`src/rtl/data_mem_pkg.sv`:
```
// Shared constants for the data memory responder: I/O page location,
// register offsets inside that page, and timer control bit positions.
package data_mem_pkg;

  localparam logic [7:0] IO_PAGE      = 8'hFF;

  localparam logic [7:0] OFS_IO_OUT   = 8'h00;
  localparam logic [7:0] OFS_IO_IN    = 8'h01;
  localparam logic [7:0] OFS_STATUS   = 8'h02;
  localparam logic [7:0] OFS_TIMER    = 8'h03;
  localparam logic [7:0] OFS_TMR_CTRL = 8'h04;
  localparam logic [7:0] OFS_TMR_CMP  = 8'h05;

  localparam int TMR_CTRL_EN_BIT  = 0;
  localparam int TMR_CTRL_HIT_BIT = 1;

  // Decoded view of one bus access, computed combinationally each cycle.
  typedef struct packed {
    logic       io_sel;
    logic [7:0] ofs;
    logic       ram_we;
    logic       io_we;
  } access_t;

  function automatic logic is_io_page(input logic [15:0] addr);
    return addr[15:8] == IO_PAGE;
  endfunction

endpackage

```
`src/rtl/data_mem_timer.sv`:
```
// Free-running compare timer for the I/O page: counter, compare register,
// enable bit and sticky hit flag with write-1-to-clear.
module data_mem_timer
  import data_mem_pkg::*;
(
  input  logic        clk,
  input  logic        reset,
  input  logic        wr_timer,
  input  logic        wr_ctrl,
  input  logic        wr_cmp,
  input  logic [15:0] wdata,
  output logic [15:0] timer_value,
  output logic [15:0] timer_cmp,
  output logic [15:0] timer_ctrl,
  output logic        hit
);

  logic enable;
  logic match;

  // Compare uses the pre-edge counter so the flag lands on the following edge.
  assign match = enable && (timer_value == timer_cmp);

  always_ff @(posedge clk or posedge reset) begin
    if (reset) begin
      timer_value <= 16'h0000;
      timer_cmp   <= 16'h0000;
      enable      <= 1'b0;
      hit         <= 1'b0;
    end else begin
      if (wr_timer) begin
        timer_value <= wdata;
      end else if (enable) begin
        timer_value <= timer_value + 16'h0001;
      end

      if (wr_cmp) begin
        timer_cmp <= wdata;
      end

      if (wr_ctrl) begin
        enable <= wdata[TMR_CTRL_EN_BIT];
      end

      // A set and a clear on the same edge resolve to set.
      if (match) begin
        hit <= 1'b1;
      end else if (wr_ctrl && wdata[TMR_CTRL_HIT_BIT]) begin
        hit <= 1'b0;
      end
    end
  end

  always_comb begin
    timer_ctrl                   = 16'h0000;
    timer_ctrl[TMR_CTRL_EN_BIT]  = enable;
    timer_ctrl[TMR_CTRL_HIT_BIT] = hit;
  end

endmodule

```
`src/rtl/data_mem_responder.sv`:
```
// Memory-side responder: word RAM plus an I/O page at Address[15:8] == 8'hFF.
// Define DATA_MEM_TIMER_EN to build the compare timer at offsets 0x03-0x05.
module data_mem_responder
  import data_mem_pkg::*;
#(
  parameter int ADDR_W      = 8,
  parameter int SYNC_STAGES = 2   // legal range 2..3
) (
  input  logic        clk,
  input  logic        reset,
  input  logic [15:0] Address,
  input  logic [15:0] D_out,
  input  logic        mw_en,
  output logic [15:0] D_in,
  input  logic [7:0]  status,
  input  logic [15:0] io_in,
  output logic [15:0] io_out,
  output logic        timer_hit
);

  localparam int DEPTH = 1 << ADDR_W;

  // There is no handshake: every cycle is an access. Address is sampled on
  // each rising edge, D_in carries the answer until the next edge, and
  // mw_en=1 commits D_out at that same edge.
  access_t            acc;
  logic [ADDR_W-1:0]  ram_idx;
  logic [15:0]        mem [0:DEPTH-1];
  logic [15:0]        sync_q [0:SYNC_STAGES-1];
  logic [7:0]         status_q;
  logic [15:0]        io_rdata;
  logic [15:0]        rdata_next;

  always_comb begin
    acc.io_sel = is_io_page(Address);
    acc.ofs    = Address[7:0];
    // The write is qualified by reset so an access caught by reset is dropped.
    acc.ram_we = mw_en && !acc.io_sel && !reset;
    acc.io_we  = mw_en && acc.io_sel;
  end

  assign ram_idx = Address[ADDR_W-1:0];

  // RAM contents are deliberately left unreset.
  always_ff @(posedge clk) begin
    if (acc.ram_we) begin
      mem[ram_idx] <= D_out;
    end
  end

  always_ff @(posedge clk or posedge reset) begin
    if (reset) begin
      io_out   <= 16'h0000;
      status_q <= 8'h00;
    end else begin
      status_q <= status;
      if (acc.io_we && acc.ofs == OFS_IO_OUT) begin
        io_out <= D_out;
      end
    end
  end

  always_ff @(posedge clk or posedge reset) begin
    if (reset) begin
      for (int i = 0; i < SYNC_STAGES; i++) begin
        sync_q[i] <= 16'h0000;
      end
    end else begin
      sync_q[0] <= io_in;
      for (int i = 1; i < SYNC_STAGES; i++) begin
        sync_q[i] <= sync_q[i-1];
      end
    end
  end

`ifdef DATA_MEM_TIMER_EN
  logic [15:0] tmr_value;
  logic [15:0] tmr_cmp;
  logic [15:0] tmr_ctrl;
  logic        tmr_hit;

  data_mem_timer u_timer (
    .clk         (clk),
    .reset       (reset),
    .wr_timer    (acc.io_we && acc.ofs == OFS_TIMER),
    .wr_ctrl     (acc.io_we && acc.ofs == OFS_TMR_CTRL),
    .wr_cmp      (acc.io_we && acc.ofs == OFS_TMR_CMP),
    .wdata       (D_out),
    .timer_value (tmr_value),
    .timer_cmp   (tmr_cmp),
    .timer_ctrl  (tmr_ctrl),
    .hit         (tmr_hit)
  );

  assign timer_hit = tmr_hit;
`else
  assign timer_hit = 1'b0;
`endif

  always_comb begin
    io_rdata = 16'h0000;
    case (acc.ofs)
      OFS_IO_OUT:   io_rdata = io_out;
      OFS_IO_IN:    io_rdata = sync_q[SYNC_STAGES-1];
      OFS_STATUS:   io_rdata = {8'h00, status_q};
`ifdef DATA_MEM_TIMER_EN
      OFS_TIMER:    io_rdata = tmr_value;
      OFS_TMR_CTRL: io_rdata = tmr_ctrl;
      OFS_TMR_CMP:  io_rdata = tmr_cmp;
`endif
      default:      io_rdata = 16'h0000;
    endcase
  end

  assign rdata_next = acc.io_sel ? io_rdata : mem[ram_idx];

  // Read data is registered; the RAM read sees the pre-write word.
  always_ff @(posedge clk or posedge reset) begin
    if (reset) begin
      D_in <= 16'h0000;
    end else begin
      D_in <= rdata_next;
    end
  end

endmodule

```
`config.mk`:
```
export PLATFORM = sky130hd
export DESIGN_NAME = data_mem_responder
export DESIGN_NICKNAME = d
export VERILOG_FILES = /design/src/rtl/data_mem_pkg.sv /design/src/rtl/data_mem_timer.sv /design/src/rtl/data_mem_responder.sv
export SDC_FILE = /design/constraint.sdc
export NUM_CORES = 2
export LEC_CHECK = 0
export BUFFER_PORTS_ARGS = -buffer_cell sky130_fd_sc_hd__buf_2
export CAP_MARGIN = 20
export CORE_ASPECT_RATIO = 1.75
export CORE_MARGIN = 5
export CORE_UTILIZATION = 63
export CTS_CLUSTER_SIZE = 12
export DETAILED_ROUTE_END_ITERATION = 16
export PLACE_DENSITY = 0.79
export SLEW_MARGIN = 10
export SYNTH_ARGS = -nofsm -noshare
export SYNTH_HDL_FRONTEND = slang
export SYNTH_SLANG_ARGS = --single-unit
```
`constraint.sdc`:
```
create_clock -name clk -period 3.8 [get_ports clk]
set_input_delay 1.14 -clock clk [delete_from_list [all_inputs] [get_ports clk]]
set_output_delay 1.14 -clock clk [all_outputs]
set_load 0.005 [all_outputs]
```
==> results.py <==
metrics = {
    "floorplanning": {
        "core_area_mm2": 0.253,
        "die_x_um": 391,
        "rows": 244,
        "die_y_um": 677,
        "io-pin-count": 92,
        "die_area_mm2": 0.265,
        "initial_core_util": 0.633,
    },
    "critical_path": {
        "worstSetupPathType": "in2reg",
        "cp.arrival_ns": 4.58,
        "worstPathRequired_ns": 4.54,
        "critPathMaxFanout": 23,
        "critPathLaunchType": "input pin",
        "endpoint_kind": "flip-flop",
    },
    "global_route": {
        "grt_pass1_wl_um": 678000,
        "grt_max_degree": 133,
        "overflow": 0,
        "grt_antenna_before_repair": 23,
        "grt_pass1_vias": 89900,
        "grt_usage": 0.369,
    },
    "logic_synthesis": {
        "netlist_top_cells_count": "4096 x edfxtp_1, 817 x mux4_2, 511 x mux2i_1, 287 x nor2_1, 226 x a22oi_1",
        "synth-seq-cells": 4168,
        "synth_top_cells_by_area": "edfxtp_1 77%, mux4_2 11%, mux2i_1 3.2%",
        "synth.distinct_cells": 67,
        "synth-main-ff-cell": "edfxtp_1",
        "yosysSeqAreaShare": 0.780,
        "postSynthAreaPerCell_um2": 21.5,
        "synth_nets": 7504,
        "synth_largest_area_cell": "edfxtp_1",
        "synth-async-reset-ratio": 0.0173,
        "synthCells": 7445,
        "synth_top_area_frac": 0.769,
        "synth-edff-count": 4096,
        "synth_most_common_cell": "edfxtp_1",
        "yosys_warnings": 0,
        "synth_area_mm2": 0.160,
    },
    "sta": {
        "setup-violations-final": 2,
        "finalHoldViolCount": 0,
        "fin_ws_ns": -0.0483,
        "setup_tns_ns": -0.0837,
        "max_freq_mhz": 260,
        "min_period_over_period": 1.01,
        "timing.final.max_slew_violations": 0,
        "min_period_ns": 3.85,
        "timing.slew.headroom": 0.175,
        "fin_skew_ns": 0.0765,
        "rsz0062_at_grt": "false",
        "tightestPinTransition_ns": 1.23,
    },
    "finish": {
        "drive_gt1_frac": 0.304,
        "instances_no_fill": 12100,
        "fin_nets": 8717,
        "syn_to_final_growth_pct": 16.9,
        "fin_area_mm2": 0.187,
    },
    "power": {
        "power_mw": 91.1,
        "powerDensity_mw_per_mm2": 487,
        "peakVddDrop_mv": 0.579,
        "leakage_nw": 61.2,
    },
    "detailed_routing": {
        "detail_route.wl_per_cell_um": 40.1,
        "drt_iter0_markers": 13600,
        "wl_um": 485000,
        "vias": 87200,
        "drc_errors": 0,
        "first_pass_iters": 8,
        "viasPerCell": 7.21,
        "ant_nets": 0,
    },
    "clocking": {
        "cts_buffer_depth": 4,
        "cts_tree": "done",
        "postCtsSetupRepairBufs": 0,
        "htreeDepth": 5,
        "cts_root_buffer": "clkbuf_16",
        "cts_sinks": 4168,
        "numCtsBuffers": 392,
        "clk_latency_ns": 0.94,
        "path_clk_slew_ns": 0.06,
    },
    "place": {
        "routabilityCongestion": 1.05,
        "dpl_cell_area_mm2": 0.176,
        "portBuffers": 90,
        "dp_hpwl_um": 306000,
        "place_ws_ns": -1.14,
        "dp_cells": 11600,
    },
    "worst_hold_path": {
        "hp-class": "in2async",
    },
    "job": {
        "maxCapViolCount": 0,
    },
    "outcome": {
        "status": "finished with violations",
        "violations": "setup timing",
    },
}
[placed cells by master, fill, tap and decap left out, types with 36 or more instances in the layout]
cell type     n
nand4_1      54
a21oi_1      87
o22ai_1      56
dfrtp_1      72
nor2_1      234
a221oi_1    104
nand2_1     170
clkbuf_16   401
o21ai_0      67
a22oi_1     226
mux2_2       68
nor2_4       36
buf_12      380
mux4_2      817
clkbuf_1     67
buf_4       787
mux2i_1     511
nand3_1      64
edfxtp_1   4096
buf_2        71
[power breakdown]
group	internal, mW	switching (mW)	total (mW)
combinational	2.06	3.48	5.53
sequential	50.6	0.102	50.7
clock	18.9	16.0	34.9
[layer usage]
layer / routed length [um] / global-route usage
met2: 235000 / 0.590
met3: 55200 / 0.0829
met1: 142000 / 0.428
met5: 66 / 0
met4: 53500 / 0.309
[cell type report]
type / count / area, um^2
Sequential cell: 4168 / 125000
Fill cell: 13000 / 65800
Multi-Input combinational cell: 2827 / 33200
Timing Repair Buffer: 1262 / 14200
Clock buffer: 470 / 10300
Tap cell: 3321 / 4160
Clock inverter: 20 / 249
Antenna cell: 26 / 65.1
Inverter: 7 / 30.0
[sequential cells by signal (all words and copies together) (netlist names)]
| register | flops |
|---|---|
| sync_q | 32 |
| io_out | 16 |
| D_in | 16 |
| mem | 4096 |
| status_q | 8 |
[per-stage QoR]
stage / hold slack, ns / util
after floorplan: 0.331 / -
after global placement: 0.332 / 0.697
after detailed placement: 0.338 / 0.698
after CTS: 0.225 / 0.739
after global routing: 0.266 / 0.740
final: 0.275 / 0.740
[worst max-delay path, stage by stage]
cell       delay, ns
buf_8           0.35
buf_4           0.24
buf_4           0.22
mux4_2          0.51
and3_1          0.19
a31oi_1         0.46
nand4_1         0.23
a2111oi_1       0.98
a221oi_1        0.24
[logic make-up after synthesis]
kind of cell / after synthesis / synth area share
other: 1 / 0.0000234
AO/OA/AOI/OAI: 703 / 0.0313
AND/OR/NAND/NOR: 716 / 0.0211
multiplexers: 1406 / 0.152
flip-flops: 4168 / 0.780
buffers and inverters: 451 / 0.0152
[timing repair]
item                       CTS  global route
setup endpoints to repair    2             0
hold buffers                 0             0
resized for setup            2             0
[worst paths after layout]
| kind | from | to | slack, ns | cells past startpoint |
|---|---|---|---|---|
| setup / recovery | Address[0] | D_in[12]$_DFF_PP0_ | -0.05 | 9 |
| hold / removal | reset | status_q[4]$_DFF_PP0_ | 0.28 | 3 |
| setup reg to reg | mem[172][12]$_DFFE_PP_ | D_in[12]$_DFF_PP0_ | 0.68 | 6 |
| hold reg to reg | sync_q[16]$_DFF_PP0_ | sync_q[0]$_DFF_PP0_ | 0.34 | 0 |
| max in group asynchronous | reset | sync_q[8]$_DFF_PP0_ | 2.33 | 4 |
| min in group clk | io_in[6] | sync_q[22]$_DFF_PP0_ | 0.31 | 1 |
No activity file was read; power rests on OpenSTA's default activity.
